`src/rtl/ifetch.sv`:
```
// Instruction fetch stage: owns the PC, drives the instruction ROM address,
// captures the returned word into the IF/ID register and applies stall and
// redirect requests. Also keeps a retired-fetch counter and a sticky flag
// for misaligned redirect targets.
module ifetch #(
  parameter logic [31:0] RESET_PC = 32'h0000_0000,
  parameter logic [31:0] NOP_INST = 32'h0000_0013
) (
  input  logic        clk,
  input  logic        rst,
  output logic [31:0] imem_addr,
  input  logic [31:0] imem_inst,
  input  logic        stall,
  input  logic        redirect_valid,
  input  logic [31:0] redirect_pc,
  output logic [31:0] pc,
  output logic        id_valid,
  output logic [31:0] id_pc,
  output logic [31:0] id_inst,
  output logic [31:0] fetch_count,
  output logic        misalign_err
);

  logic [31:0] pc_q, pc_d;
  logic        id_valid_q, id_valid_d;
  logic [31:0] id_pc_q, id_pc_d;
  logic [31:0] id_inst_q, id_inst_d;
  logic [31:0] fetch_count_q, fetch_count_d;
  logic        misalign_err_q, misalign_err_d;

  // Next-state selection: redirect beats stall, stall beats advance.
  always_comb begin
    pc_d           = pc_q;
    id_valid_d     = id_valid_q;
    id_pc_d        = id_pc_q;
    id_inst_d      = id_inst_q;
    fetch_count_d  = fetch_count_q;
    misalign_err_d = misalign_err_q;
    if (redirect_valid) begin
      // Low bits are dropped so the PC stays word-aligned; the flag records it.
      pc_d           = {redirect_pc[31:2], 2'b00};
      id_valid_d     = 1'b0;
      id_pc_d        = 32'h0000_0000;
      id_inst_d      = NOP_INST;
      misalign_err_d = misalign_err_q | (redirect_pc[1:0] != 2'b00);
    end else if (!stall) begin
      pc_d          = pc_q + 32'd4;
      id_valid_d    = 1'b1;
      id_pc_d       = pc_q;
      id_inst_d     = imem_inst;
      fetch_count_d = fetch_count_q + 32'd1;
    end
  end

  // State registers with synchronous reset taking priority over everything.
  always_ff @(posedge clk) begin
    if (rst) begin
      pc_q           <= RESET_PC;
      id_valid_q     <= 1'b0;
      id_pc_q        <= 32'h0000_0000;
      id_inst_q      <= NOP_INST;
      fetch_count_q  <= 32'h0000_0000;
      misalign_err_q <= 1'b0;
    end else begin
      pc_q           <= pc_d;
      id_valid_q     <= id_valid_d;
      id_pc_q        <= id_pc_d;
      id_inst_q      <= id_inst_d;
      fetch_count_q  <= fetch_count_d;
      misalign_err_q <= misalign_err_d;
    end
  end

  assign imem_addr    = pc_q;
  assign pc           = pc_q;
  assign id_valid     = id_valid_q;
  assign id_pc        = id_pc_q;
  assign id_inst      = id_inst_q;
  assign fetch_count  = fetch_count_q;
  assign misalign_err = misalign_err_q;

endmodule

```
`config.mk`:
```
export PLATFORM = sky130hd
export DESIGN_NAME = ifetch
export DESIGN_NICKNAME = d
export VERILOG_FILES = /design/src/rtl/ifetch.sv
export SDC_FILE = /design/constraint.sdc
export NUM_CORES = 1
export LEC_CHECK = 0
export ABC_AREA = 1
export CORE_MARGIN = 2
export CORE_UTILIZATION = 35
export DETAILED_ROUTE_END_ITERATION = 8
export GPL_TIMING_DRIVEN = 0
export PLACE_DENSITY = 0.63
export RECOVER_POWER = 50
export SLEW_MARGIN = 10
export SYNTH_ARGS = -nofsm -noshare
export SYNTH_HDL_FRONTEND = slang
export SYNTH_SLANG_ARGS = --single-unit
```
`constraint.sdc`:
```
create_clock -name clk -period 4 [get_ports clk]
set_input_delay 0.4 -clock clk [delete_from_list [all_inputs] [get_ports clk]]
set_output_delay 0.4 -clock clk [all_outputs]
set_load 0.01 [all_outputs]
```
# Word level (Yosys, flattened, before mapping)

Index checks and enable logic that the tools add are counted.

Bits in registers: 130
Input port bits: 68
Output and inout bits: 162
Logic and storage cells: 18

$add $sub $neg: 2
Equality and inequality tests: 1
Mux-type cells: 2
Bitwise gates (word level): 3
Reductions and logical operators: 3

Operator list:

| cell                    | number |
|---|---|
| $mux W32                | 2 |
| $add A32 B1 Y32 const B | 1 |
| $add A32 B3 Y32 const B | 1 |
| $ne A2 B1 Y1 const B    | 1 |
| $not A1 Y1              | 2 |
| $reduce_and A2 Y1       | 1 |
| $reduce_bool A2 Y1      | 1 |
| $reduce_or A2 Y1        | 1 |
| $or A1 B1 Y1            | 1 |

# Depth between registers and ports, before layout

Word-level depth: 3
Gate-level depth with buffers: 10
Gate-level depth less buffers: 10

# Worst setup path after synthesis

OpenSTA, ideal clock, no wires.

Kind: register to register
Start point: register pc_q[3] (netlist: imem_addr[3])
End point: register pc_q[16] (netlist: imem_addr[16])
Library setup time: 0.132 ns
Arrival time: 1.373 ns
Required time: 3.868 ns
Slack: 2.495 ns
Cell stages (with the launch flop): 8
Buffers on the path: 0
Period minus slack after synthesis: 1.505 ns
Cells stage by stage: dfxtp_1 ha_1 nand3_1 nor2_1 nand3_1 xor2_1 nand2_1 a21oi_1

Word-level cells in the longest chain between the ends: 3

Ends and longest elaborated chain:

| item                   | RTL line | RTL |
|---|---|---|
| start, declared        | 24       | `logic [31:0] pc_q, pc_d;` |
| start signal, assigned | 65       | `pc_q <= pc_d;` |
| $add A32 B3 Y32        | 47       | `pc_d = pc_q + 32'd4;` |
| $mux W32               | 46       | `end else if (!stall) begin` |
| $mux W32               | 39       | `if (redirect_valid) begin` |

Every way passes these cells. The select of a mux whose other input is x is not followed.
A chain may end at the register's enable or synchronous reset.

# Worst setup path after layout

Start point: input redirect_valid
End point: register fetch_count_q[31] (netlist: fetch_count[31])

Word-level cells in the longest chain between the ends: 2

Ends and longest elaborated chain:

| item                        | RTL line | RTL |
|---|---|---|
| start, declared             | 14       | `input logic redirect_valid,` |
| $not A1 Y1 (no line)        | -        |  |
| $reduce_and A2 Y1 (no line) | -        |  |
| end signal, assigned        | 69       | `fetch_count_q <= fetch_count_d;` |
| end, declared               | 28       | `logic [31:0] fetch_count_q, fetch_count_d;` |

Every way passes these cells.

==> impl_metrics.prom <==
# TYPE chip_impl_metric gauge
chip_impl_info{name="status",value="completed"} 1
chip_impl_metric{name="timing.final.setup_violations",unit=""} 0
chip_impl_metric{name="die_width",unit="µm"} 138
chip_impl_info{name="timing.critical_path.to_type",value="register"} 1
chip_impl_metric{name="grt_max_degree",unit=""} 17
chip_impl_metric{name="fp.dieArea",unit="µm²"} 19000
chip_impl_metric{name="critPathArrivalTime",unit="ns"} 2.87
chip_impl_metric{name="timing_hold_violations_final",unit=""} 0
chip_impl_metric{name="tritoncts.num_buffers",unit=""} 17
chip_impl_metric{name="ys_async_sr_fraction",unit="%"} 0
chip_impl_metric{name="post_cts.repair.setup_buffers",unit=""} 0
chip_impl_metric{name="yosys.cell_types.count",unit=""} 34
chip_impl_metric{name="antenna_left",unit=""} 0
chip_impl_metric{name="postSynthRegisterBits",unit=""} 126
chip_impl_metric{name="floorplan.die.height",unit="µm"} 138
chip_impl_metric{name="reg2reg_slack",unit="ns"} 2.01
chip_impl_metric{name="sequential_cell_area",unit="µm²"} 2520
chip_impl_metric{name="switching_power_of_the_nets",unit="µW"} 875
chip_impl_metric{name="globalRouteTotalUtil",unit="%"} 22.7
chip_impl_info{name="worst_r2r_startpoint",value="fetch_count[0]"} 1
chip_impl_metric{name="finalSetupTns",unit="ns"} 0
chip_impl_metric{name="synth-warning-count",unit=""} 0
chip_impl_metric{name="drt-vias-per-instance",unit=""} 4.70
chip_impl_metric{name="synth-edff-count",unit=""} 0
chip_impl_metric{name="number_of_maximum_capacitance_violations",unit=""} 0
chip_impl_metric{name="synth_area",unit="µm²"} 6280
chip_impl_metric{name="relSlewSlack",unit="%"} 44.7
chip_impl_info{name="commonest_register_cell_after_synthesis",value="sky130_fd_sc_hd__dfxtp_1"} 1
chip_impl_metric{name="irDropWorstVdd",unit="µV"} 305
chip_impl_metric{name="timing_max_transition_violations_final",unit=""} 0
chip_impl_metric{name="area_delta_synth_final",unit="%"} 48.5
chip_impl_metric{name="grt_pass1_wl",unit="mm"} 32.8
chip_impl_metric{name="leakagePower",unit="µW"} 0.00367
chip_impl_metric{name="syn_area_per_cell",unit="µm²"} 6.66
chip_impl_info{name="timing.critical_path.slowest_stage_cell",value="sky130_fd_sc_hd__nor3_1"} 1
chip_impl_info{name="timing.critical_path.from",value="redirect_valid"} 1
chip_impl_metric{name="grt_pass1_vias",unit=""} 5920
chip_impl_metric{name="power.share.switching",unit="%"} 26.4
chip_impl_info{name="cts.root.buffer_cell",value="sky130_fd_sc_hd__clkbuf_16"} 1
chip_impl_metric{name="fmax",unit="MHz"} 399
chip_impl_metric{name="drc",unit=""} 0
chip_impl_metric{name="worst-path-stages",unit=""} 8
chip_impl_metric{name="cell_count_final_fillers_out",unit=""} 1427
chip_impl_metric{name="initial_antenna_violation_count",unit=""} 0
chip_impl_info{name="hold_path_class",value="in2reg"} 1
chip_impl_metric{name="hold_buffers",unit=""} 0
chip_impl_metric{name="drt_iter0_markers",unit=""} 335
chip_impl_metric{name="power.share.combinational",unit="%"} 12.6
chip_impl_metric{name="post-route-period-util",unit="%"} 62.7
chip_impl_info{name="yosysMostFrequentCell",value="sky130_fd_sc_hd__nand2_1"} 1
chip_impl_metric{name="clock_power_share",unit="%"} 46.8
chip_impl_metric{name="post-synth-top-area-fraction",unit="%"} 40.2
chip_impl_metric{name="layout-drive-gt1-share",unit="%"} 7.40
chip_impl_info{name="synthTopCellsByArea",value="sky130_fd_sc_hd__dfxtp_1 40%, sky130_fd_sc_hd__nand2_1 18%, sky130_fd_sc_hd__a21oi_1 7.9%, sky130_fd_sc_hd__nor2_1 6.5%, sky130_fd_sc_hd__inv_1 5.1%"} 1
chip_impl_info{name="synthDominantAreaCellType",value="sky130_fd_sc_hd__dfxtp_1"} 1
chip_impl_metric{name="worst-endpoint-required",unit="ns"} 4.36
chip_impl_metric{name="cts.path.max_buffers",unit=""} 2
chip_impl_info{name="rsz0062_at_grt",value="false"} 1
chip_impl_metric{name="intPower",unit="µW"} 2440
chip_impl_info{name="critical_path_sink",value="fetch_count[31]"} 1
chip_impl_metric{name="multi_input_area",unit="µm²"} 2970
chip_impl_metric{name="detailroute.via_count",unit=""} 6714
chip_impl_metric{name="fillers",unit=""} 1789
chip_impl_metric{name="clock_latency",unit="ns"} 0.42
chip_impl_metric{name="critPathBufInv",unit=""} 2
chip_impl_metric{name="synth_cells",unit=""} 943
chip_impl_metric{name="global_route_total_overflow",unit=""} 0
chip_impl_info{name="crit_path_start_kind",value="primary input"} 1
chip_impl_metric{name="clk_pin_slew",unit="ns"} 0.06
chip_impl_metric{name="number_of_antenna_diodes",unit=""} 0
chip_impl_metric{name="crit_path_largest_cell_delay",unit="ns"} 0.70
chip_impl_metric{name="dp_cells",unit=""} 1395
chip_impl_metric{name="hpwlAfterDp",unit="mm"} 16.9
chip_impl_info{name="crit-reg2reg-capture",value="fetch_count[31]"} 1
chip_impl_metric{name="synth.yosys.seq_area_share",unit="%"} 40.2
chip_impl_metric{name="clock_tree.htree_level_count",unit=""} 4
chip_impl_metric{name="pwr-share-seq",unit="%"} 40.6
chip_impl_metric{name="finish.net_count",unit=""} 1259
chip_impl_info{name="synth_top_cells_by_count",value="297 x sky130_fd_sc_hd__nand2_1, 126 x sky130_fd_sc_hd__dfxtp_1, 108 x sky130_fd_sc_hd__nor2_1, 99 x sky130_fd_sc_hd__a21oi_1, 85 x sky130_fd_sc_hd__inv_1"} 1
chip_impl_info{name="cp_top_family",value="simple AND/OR/NAND/NOR gates"} 1
chip_impl_metric{name="port_buffer_count",unit=""} 222
chip_impl_metric{name="sink_count_of_the_clock_tree",unit=""} 126
chip_impl_metric{name="tightestPinTransition",unit="ns"} 0.824
chip_impl_info{name="cts_tree",value="yes"} 1
chip_impl_metric{name="number_of_placement_rows",unit=""} 48
chip_impl_info{name="path_class",value="in2reg"} 1
chip_impl_metric{name="postCtsResizedCells",unit=""} 0
chip_impl_metric{name="core_area",unit="µm²"} 17400
chip_impl_metric{name="wirelength",unit="mm"} 22.0
chip_impl_metric{name="fin_worst_skew",unit="ns"} 0.00505
chip_impl_metric{name="worstRegToRegCells",unit=""} 8
chip_impl_metric{name="critical_path_peak_fanout",unit=""} 7
chip_impl_metric{name="place_congestion",unit=""} 0.884
chip_impl_metric{name="p_per_area",unit="nW/µm²"} 355
chip_impl_metric{name="firstDrtPassIters",unit=""} 5
chip_impl_metric{name="routedWlPerCell",unit="µm"} 15.4
chip_impl_metric{name="final.min_clock_period",unit="ns"} 2.51
chip_impl_metric{name="initial_utilization",unit="%"} 36.0
chip_impl_metric{name="ioPinCount",unit=""} 230
chip_impl_info{name="crit_path_cell_trace",value="dlygate4sd3_1 -> nor2_1 -> nand3_1 -> nor3_1 -> nand3_1 -> nand2_1 -> inv_1 -> nor2_1"} 1
-- layout make-up --
cell class / instances / share of cell area (%)
well taps: 225 / 3.02
multi-input cells: 665 / 31.8
inverters: 88 / 3.58
plain buffers: 69 / 4.36
clock inverters: 15 / 1.74
clock buffers: 17 / 4.56
flip-flops and latches: 126 / 27.1
repair buffers: 222 / 23.8
-- layout by cell type (no fill, tap or decap), types with 2 or more instances in the layout --
cell type / netlist / layout
sky130_fd_sc_hd__buf_1: 5 / 3
sky130_fd_sc_hd__a31oi_1: 5 / 5
sky130_fd_sc_hd__nor2_4: 5 / 2
sky130_fd_sc_hd__inv_6: 0 / 4
sky130_fd_sc_hd__bufinv_16: 0 / 2
sky130_fd_sc_hd__clkdlybuf4s50_1: 0 / 154
sky130_fd_sc_hd__nand4_1: 5 / 5
sky130_fd_sc_hd__inv_1: 85 / 85
sky130_fd_sc_hd__xnor2_1: 7 / 7
sky130_fd_sc_hd__clkinv_4: 0 / 2
sky130_fd_sc_hd__a22o_1: 2 / 2
sky130_fd_sc_hd__buf_2: 12 / 4
sky130_fd_sc_hd__nand2_1: 297 / 298
sky130_fd_sc_hd__o21ai_0: 54 / 54
sky130_fd_sc_hd__clkbuf_16: 0 / 17
sky130_fd_sc_hd__ha_1: 2 / 2
sky130_fd_sc_hd__nor2_2: 8 / 6
sky130_fd_sc_hd__xor2_1: 13 / 13
sky130_fd_sc_hd__a21oi_1: 99 / 99
sky130_fd_sc_hd__conb_1: 1 / 6
sky130_fd_sc_hd__nand3_1: 31 / 32
sky130_fd_sc_hd__dfxtp_1: 126 / 126
sky130_fd_sc_hd__clkinvlp_4: 0 / 6
sky130_fd_sc_hd__a211oi_1: 2 / 2
sky130_fd_sc_hd__nor2_1: 108 / 113
sky130_fd_sc_hd__dlygate4sd3_1: 0 / 68
sky130_fd_sc_hd__o21ai_1: 5 / 5
sky130_fd_sc_hd__buf_4: 39 / 38
sky130_fd_sc_hd__clkbuf_1: 13 / 24
sky130_fd_sc_hd__nor3_1: 6 / 7
-- worst min-delay path by stage --
stage / end / start / slack, ns / cells past startpoint
floorplan: misalign_err / misalign_err / 0.47 / 2
global placement: misalign_err / misalign_err / 0.44 / 2
detailed placement: misalign_err / misalign_err / 0.45 / 2
CTS: id_inst[31] / stall / 0.33 / 3
global route: id_inst[31] / stall / 0.34 / 3
finish: id_inst[31] / stall / 0.33 / 3
-- power groups by stage --
stage / clock, µW / combinational [µW] / sequential (µW)
after floorplan: 0 / 176 / 1380
after global placement: 0 / 428 / 1370
after detailed placement: 0 / 430 / 1370
after CTS: 1570 / 432 / 1350
after global routing: 1620 / 456 / 1350
final: 1550 / 417 / 1350
-- cell families after synthesis --
group	Yosys count	synth area share, %
fa+ha+maj	2	0.399
other cells	1	0.0597
flops	126	40.2
xor+xnor	20	2.79
simple gates	468	30.7
buf+inv	157	12.0
compound gates	169	13.9
-- tightest hold or removal path, stage by stage --
cell                      delay [ns]
sky130_fd_sc_hd__buf_4          0.16
sky130_fd_sc_hd__nand2_1        0.08
sky130_fd_sc_hd__a21oi_1        0.06
-- routing by layer --
layer	wire length, µm	part of all wire, %	global-route usage, %	vias up
met5	0	0	0	-
met4	417	1.9	8.11	0
met3	1810	8.2	5.59	29
met2	10000	46	37.1	221
met1	9760	44	29.2	3017
li1	-	-	-	3447
-- sequential cells by signal, indices dropped and copies added (netlist names) --
name          count
fetch_count      32
id_pc            30
id_valid          1
id_inst          32
misalign_err      1
imem_addr        30
-- through the flow --
| step | cell area [µm²] | utilization (%) | setup slack, ns | hold WS [ns] | power [µW] |
|---|---|---|---|---|---|
| floorplan | 6300 | - | 2.50 | 0.474 | 1550 |
| global placement | 8800 | 50.5 | 1.75 | 0.437 | 1800 |
| detailed placement | 8800 | 50.5 | 1.74 | 0.450 | 1800 |
| CTS | 9390 | 53.9 | 1.89 | 0.327 | 3350 |
| global route | 9320 | 53.5 | 1.24 | 0.342 | 3430 |
| finish | 9320 | 53.5 | 1.49 | 0.327 | 3310 |
Power figures use the tool's default switching activity.
